### src/rtl/keypad_scanner_if.sv
// ---------------------------------------------------------------------------
// keypad_scanner_if
//   Key event interface between the keypad scanner (producer) and the
//   password FSM (consumer). Both sides run in the same clk domain.
//
//   key_value  4  code of the last debounced key, stable between events
//   key_valid  1  one-cycle pulse marking a new key_value
//   key_held   1  high from the key_valid cycle until release is debounced
//
//   master : the scanner, drives all three signals
//   slave  : the consumer, samples all three signals
// ---------------------------------------------------------------------------
interface keypad_scanner_if;
    logic [3:0] key_value;
    logic       key_valid;
    logic       key_held;

    modport master (
        output key_value,
        output key_valid,
        output key_held
    );

    modport slave (
        input key_value,
        input key_valid,
        input key_held
    );
endinterface

### src/rtl/keypad_scanner.sv
// ---------------------------------------------------------------------------
// keypad_scanner
//   Scans a 4x4 active-low matrix keypad one column at a time, debounces the
//   key it finds and emits one key_valid pulse per debounced press. A held
//   key never repeats; the scanner waits for a debounced release before it
//   looks for the next key.
//
// Parameters
//   SCAN_DIV      clk cycles per sample period (>= 4)
//   DEBOUNCE_CNT  consecutive identical samples needed for press and release (>= 2)
//
// Ports
//   clk      in   system clock, all logic on posedge
//   reset    in   synchronous, active-high reset
//   row_in   in   4  keypad rows, active-low, asynchronous to clk
//   col_out  out  4  column drive, active-low, exactly one bit low
//   key_bus  master modport of keypad_scanner_if (key_value/key_valid/key_held)
// ---------------------------------------------------------------------------
module keypad_scanner #(
    parameter int SCAN_DIV     = 50000,
    parameter int DEBOUNCE_CNT = 10
) (
    input  logic                      clk,
    input  logic                      reset,
    input  logic [3:0]                row_in,
    output logic [3:0]                col_out,
    keypad_scanner_if.master          key_bus
);

    localparam int TMR_W = $clog2(SCAN_DIV);
    localparam int CNT_W = $clog2(DEBOUNCE_CNT + 1);

    localparam logic [TMR_W-1:0] TMR_LAST = TMR_W'(SCAN_DIV - 1);
    localparam logic [CNT_W-1:0] CNT_DONE = CNT_W'(DEBOUNCE_CNT);
    localparam logic [CNT_W-1:0] CNT_ONE  = CNT_W'(1);

    typedef enum logic [1:0] {
        SCAN     = 2'd0,
        DEBOUNCE = 2'd1,
        HELD     = 2'd2
    } state_t;

    state_t           state_q,     state_d;
    logic [1:0]       col_q,       col_d;
    logic [1:0]       row_q,       row_d;
    logic [CNT_W-1:0] cnt_q,       cnt_d;
    logic [TMR_W-1:0] timer_q,     timer_d;
    logic [3:0]       rs_meta_q,   rs_meta_d;
    logic [3:0]       rs_q,        rs_d;
    logic [3:0]       key_value_q, key_value_d;
    logic             key_valid_q, key_valid_d;
    logic             key_held_q,  key_held_d;

    logic             sample;
    logic             press;
    logic [1:0]       prio_row;
    logic [CNT_W-1:0] cnt_inc;
    logic [1:0]       col_next;

    // Keypad legend, indexed by {row, col}. '*' is reported as E (Enter)
    // and '#' as F.
    function automatic logic [3:0] key_map(input logic [1:0] row, input logic [1:0] col);
        logic [3:0] code;
        case ({row, col})
            4'h0:    code = 4'h1;
            4'h1:    code = 4'h2;
            4'h2:    code = 4'h3;
            4'h3:    code = 4'hA;
            4'h4:    code = 4'h4;
            4'h5:    code = 4'h5;
            4'h6:    code = 4'h6;
            4'h7:    code = 4'hB;
            4'h8:    code = 4'h7;
            4'h9:    code = 4'h8;
            4'hA:    code = 4'h9;
            4'hB:    code = 4'hC;
            4'hC:    code = 4'hE;
            4'hD:    code = 4'h0;
            4'hE:    code = 4'hF;
            default: code = 4'hD;
        endcase
        return code;
    endfunction

    // Only one column is ever driven low; the drive follows the column index.
    assign col_out = ~(4'b0001 << col_q);

    assign key_bus.key_value = key_value_q;
    assign key_bus.key_valid = key_valid_q;
    assign key_bus.key_held  = key_held_q;

    // Sample strobe at the last cycle of each dwell period.
    assign sample   = (timer_q == TMR_LAST);
    assign press    = (rs_q != 4'hF);
    assign cnt_inc  = cnt_q + CNT_ONE;
    assign col_next = col_q + 2'd1;

    // When several rows read low, the lowest row index wins so that a
    // multi-key chord always resolves to the same key.
    always_comb begin
        prio_row = 2'd0;
        if (!rs_q[0]) begin
            prio_row = 2'd0;
        end else if (!rs_q[1]) begin
            prio_row = 2'd1;
        end else if (!rs_q[2]) begin
            prio_row = 2'd2;
        end else if (!rs_q[3]) begin
            prio_row = 2'd3;
        end
    end

    // Next-state logic. The timer and synchronizer run free in every state;
    // the FSM only acts on sample cycles. key_valid is registered, so the
    // pulse appears one clk after the sample that completes the debounce.
    always_comb begin
        state_d     = state_q;
        col_d       = col_q;
        row_d       = row_q;
        cnt_d       = cnt_q;
        key_value_d = key_value_q;
        key_valid_d = 1'b0;
        key_held_d  = key_held_q;
        rs_meta_d   = row_in;
        rs_d        = rs_meta_q;
        timer_d     = sample ? '0 : timer_q + 1'b1;

        case (state_q)
            SCAN: begin
                if (sample) begin
                    if (press) begin
                        row_d   = prio_row;
                        cnt_d   = CNT_ONE;
                        state_d = DEBOUNCE;
                    end else begin
                        col_d = col_next;
                    end
                end
            end

            DEBOUNCE: begin
                if (sample) begin
                    if (press && (prio_row == row_q)) begin
                        if (cnt_inc == CNT_DONE) begin
                            key_valid_d = 1'b1;
                            key_value_d = key_map(row_q, col_q);
                            key_held_d  = 1'b1;
                            cnt_d       = '0;
                            state_d     = HELD;
                        end else begin
                            cnt_d = cnt_inc;
                        end
                    end else begin
                        // A bounce or a different key abandons this attempt.
                        cnt_d   = '0;
                        col_d   = col_next;
                        state_d = SCAN;
                    end
                end
            end

            HELD: begin
                if (sample) begin
                    // Counts consecutive clear samples; any press restarts.
                    if (press) begin
                        cnt_d = '0;
                    end else if (cnt_inc == CNT_DONE) begin
                        key_held_d = 1'b0;
                        cnt_d      = '0;
                        col_d      = col_next;
                        state_d    = SCAN;
                    end else begin
                        cnt_d = cnt_inc;
                    end
                end
            end

            default: begin
                state_d = SCAN;
            end
        endcase
    end

    // State register with synchronous reset. The synchronizer resets to
    // "no key" so a stale low row cannot trigger right after reset.
    always_ff @(posedge clk) begin
        if (reset) begin
            state_q     <= SCAN;
            col_q       <= 2'd0;
            row_q       <= 2'd0;
            cnt_q       <= '0;
            timer_q     <= '0;
            rs_meta_q   <= 4'hF;
            rs_q        <= 4'hF;
            key_value_q <= 4'h0;
            key_valid_q <= 1'b0;
            key_held_q  <= 1'b0;
        end else begin
            state_q     <= state_d;
            col_q       <= col_d;
            row_q       <= row_d;
            cnt_q       <= cnt_d;
            timer_q     <= timer_d;
            rs_meta_q   <= rs_meta_d;
            rs_q        <= rs_d;
            key_value_q <= key_value_d;
            key_valid_q <= key_valid_d;
            key_held_q  <= key_held_d;
        end
    end

endmodule

### src/flat_wrapper.sv
// flat-port wrapper written by rule: the top's interface ports become plain ports
module keypad_scanner_flat 
#(
    parameter int SCAN_DIV     = 50000,
    parameter int DEBOUNCE_CNT = 10
)
  (clk, reset, row_in, col_out, key_bus_key_value, key_bus_key_valid, key_bus_key_held);
  keypad_scanner_if key_bus_i ();
  input  logic clk;
  input  logic reset;
  input  logic [3:0] row_in;
  output logic [3:0] col_out;
  output wire logic [$bits(key_bus_i.key_value)-1:0] key_bus_key_value;
  output wire logic [$bits(key_bus_i.key_valid)-1:0] key_bus_key_valid;
  output wire logic [$bits(key_bus_i.key_held)-1:0] key_bus_key_held;
  assign key_bus_key_value = key_bus_i.key_value;
  assign key_bus_key_valid = key_bus_i.key_valid;
  assign key_bus_key_held = key_bus_i.key_held;
  keypad_scanner #(.SCAN_DIV(SCAN_DIV), .DEBOUNCE_CNT(DEBOUNCE_CNT)) u_core (.clk(clk), .reset(reset), .row_in(row_in), .col_out(col_out), .key_bus(key_bus_i));
endmodule
### config.mk
export PLATFORM = sky130hd
export DESIGN_NAME = keypad_scanner_flat
export DESIGN_NICKNAME = d
export VERILOG_FILES = /design/src/rtl/keypad_scanner_if.sv /design/src/rtl/keypad_scanner.sv /design/src/flat_wrapper.sv
export SDC_FILE = /design/constraint.sdc
export NUM_CORES = 1
export LEC_CHECK = 0
export CAP_MARGIN = 15
export CORE_ASPECT_RATIO = 1.1
export CORE_MARGIN = 3
export CORE_UTILIZATION = 25
export DETAILED_ROUTE_END_ITERATION = 10
export GPL_ROUTABILITY_DRIVEN = 0
export GPL_TIMING_DRIVEN = 0
export HOLD_SLACK_MARGIN = 0.08
export PLACE_DENSITY = 0.38
export SLEW_MARGIN = 25
export SYNTH_ARGS = -nofsm -noshare
export SYNTH_HDL_FRONTEND = slang
export SYNTH_SLANG_ARGS = --single-unit
### constraint.sdc
create_clock -name clk -period 5 [get_ports clk]
set_input_delay 1 -clock clk [delete_from_list [all_inputs] [get_ports clk]]
set_output_delay 1 -clock clk [all_outputs]
set_load 0.03 [all_outputs]
==> metrics.cfg <==
[clock_network]
clockBufferDepth = 2
cts_setup_buffers = 0
cts_resized = 0
clk_latency_ns = 0.30
root_buffer = clkbuf_8
clkSinkCount = 40
clkTransAtPathRegs_ns = 0.08
hold_buffers = 0
h-tree-depth = 2
cts-buffers-inserted = 5
cts_tree = done

[drt]
routed.top_layer = met4
ant_nets = 0
wl_mm = 4.95
via_per_inst = 4.77
first_iter_violations = 50
m1WireLength_mm = 2.44
first_pass_iters = 4
num_vias = 1835
wl_per_cell_um = 12.8
wl_met2_mm = 2.30
wl_met3_um = 130
route.detailed.drc = 0

[yosys]
yosysTopAreaCellShare_pct = 36.6
synth_seq_cells = 40
yosys.area_share.simple_pct = 25.6
post_synth_num_cell_types = 55
synthMostInstantiatedCell = dfxtp_1
syn-cell-area_mm2 = 0.00219
syn_nets = 270
synthAdderAreaFrac_pct = 7.42
avgSynthCellArea_um2 = 8.73
yosysTopAreaCell = dfxtp_1
synthTopCellsByCount = dfxtp_1, nor2_1, nand3_1, o21ai_0, a21oi_1
synth_xor_area_share_pct = 4.40
synthTopCellsByArea = dfxtp_1, ha_1, nor2_1
synth_edf_count = 0
ys_warn_count = 0
synth_compound_area_share_pct = 19.1
synth_top_family_by_area = simple AND/OR/NAND/NOR gates
synthFlopType = dfxtp_1
synth_mux_area_share_pct = 2.34
ys_async_sr_fraction_pct = 0
yosysSeqAreaShare_pct = 36.6
syn_inst = 251

[final_layout]
syn2layout_area_growth_pct = 18.3
final.fill_count = 901
nets = 292
drive_gt1_share_pct = 10.2
antenna_cells = 0

[global_routing]
grt_max_degree = 14
antenna_found_initial = 0
grt_first_pass_wirelength_mm = 8.18
overflow = 0
grt.total_usage_pct = 10.5
grt_pass1_vias = 1692

[worst_setup_path]
path_cells = inv_1 -> ha_1 -> inv_1 -> clkdlybuf4s50_1
reg2regPathDepth = 5
cp_slowest_cell = clkdlybuf4s50_1
critical_path.max_fanout = 8
worstPathRequired_ns = 4.00
critPathMostFrequentCell = inv_1
cp-end-kind = output pin
critPathArrivalTime_ns = 1.87
worstSetupStartpointType = register
slowest_delay_ns = 0.66
critical_path_class = reg -> out

[power_and_ir_drop]
combPwrFrac_pct = 4.3
peakVddDrop_mv = 0.0904
clkPwrFrac_pct = 43.3
internal_power_uw = 482
power_density_mw_per_mm2 = 240
leakage_nw = 0.910
power_frac_seq_pct = 52.4
finalPower_uw = 622
switching_share_pct = 22.5
switchingPower_uw = 140

[timing]
relSlewSlack_pct = 53.6
fin_worst_skew_ns = 0.00813
setup_viol = 0
tns_ns = 0
period_share_pct = 57.5
hold_viol = 0
hold-worst-slack_ns = 0.411
drv_slew = 0
fmax_mhz = 348
worstMarginPinSlew_ns = 0.689
rsz0062_at_grt = no
min_period_ns = 2.87

[run_status]
status = finished, final reports clean

[die]
coreArea_mm2 = 0.00845
row_count = 35
io-pin-count = 16
floorplan.initialDensity_pct = 25.9
die_w_um = 95.3
dieArea_mm2 = 0.00992
die_h_um = 104

[placed_design]
io_buffers = 15
dp_hpwl_mm = 3.72

[run]
drv_cap = 0

[worst_hold_path]
min_path_cells = 1
hp-class = reg -> reg

power by group through the flow:
stage               sequential, mW  combinational (mW)  clock (mW)
detailed placement           0.334              0.0272           0
finish                       0.326              0.0267       0.269
CTS                          0.326              0.0272       0.283
floorplan                    0.333              0.0168           0
global placement             0.334              0.0272           0
global route                 0.327              0.0300       0.294
metrics by stage:
step | setup slack [ns] | instances | util (%) | area, um^2
after global placement | 2.22 | 377 | 29.3 | 2480
after detailed placement | 2.21 | 377 | 29.3 | 2480
after floorplan | 2.90 | 251 | - | 2190
after global routing | 2.01 | 385 | 30.7 | 2590
final | 2.13 | 385 | 30.7 | 2590
after CTS | 2.09 | 385 | 30.7 | 2590
worst max-delay path: cells and delay by family, from the launching register on:
kind                       cells  cell delay (ns)
DFF                            1             0.48
adders and majority gates      1             0.24
buffers and inverters          3             0.86
kinds of logic after synthesis:
group | count (synthesis)
simple gates | 98
compound gates | 61
flops | 40
buf+inv | 23
fa+ha+maj | 13
xor+xnor | 11
mux | 5
routing by layer:
layer  global-route usage [%]  vias up
li1                         -      956
met3                     2.39        5
met1                     14.1      857
met4                     3.71        0
met2                     16.2       17
met5                        0        -
layout make-up:
| type | count | area, um^2 | share of cell area (%) |
|---|---|---|---|
| clock buffer | 5 | 68.8 | 2.66 |
| tap | 111 | 139 | 5.36 |
| clock inverter | 3 | 42.5 | 1.64 |
| inverter | 15 | 56.3 | 2.17 |
| timing repair buffer | 15 | 150 | 5.79 |
| sequential | 40 | 801 | 30.9 |
| buffer | 8 | 43.8 | 1.69 |
| multi-input combinational | 188 | 1290 | 49.8 |
flip-flops by register name (all words and copies together) (netlist names):
| name | flops |
|---|---|
| u_core.rs_q | 4 |
| u_core.col_q | 2 |
| u_core.cnt_q | 4 |
| u_core.key_bus.key_valid | 1 |
| u_core.timer_q | 16 |
| u_core.state_q | 2 |
| u_core.key_bus.key_value | 4 |
| u_core.key_bus.key_held | 1 |
| u_core.rs_d | 4 |
| u_core.row_q | 2 |
placed cells by master (no fill, tap or decap), drive strengths merged, types with 2 or more instances in the layout:
| cell | count |
|---|---|
| a21boi | 2 |
| a21oi | 17 |
| a311oi | 3 |
| and3b | 2 |
| and4 | 3 |
| buf | 4 |
| clkbuf | 9 |
| clkdlybuf4s50 | 15 |
| clkinv | 2 |
| dfxtp | 40 |
| ha | 13 |
| inv | 14 |
| mux2i | 4 |
| nand2 | 14 |
| nand3 | 16 |
| nand4 | 6 |
| nor2 | 24 |
| nor2b | 3 |
| nor3 | 5 |
| nor4bb | 2 |
| o2111ai | 3 |
| o211ai | 4 |
| o21ai | 16 |
| o311ai | 2 |
| o41ai | 3 |
| or2 | 8 |
| or3 | 4 |
| or4bb | 2 |
| xnor2 | 5 |
| xor2 | 6 |
path summary, 6_finish.rpt:
kind                                   startpoint              end  slack [ns]
worst min register to register     u_core.rs_d[3]   u_core.rs_q[3]        0.41
worst max-delay path              u_core.col_q[0]       col_out[0]        2.13
worst min-delay path               u_core.rs_d[3]   u_core.rs_q[3]        0.41
worst max register to register  u_core.timer_q[6]  u_core.col_q[0]        2.64
(Power assumes the default switching activity.)
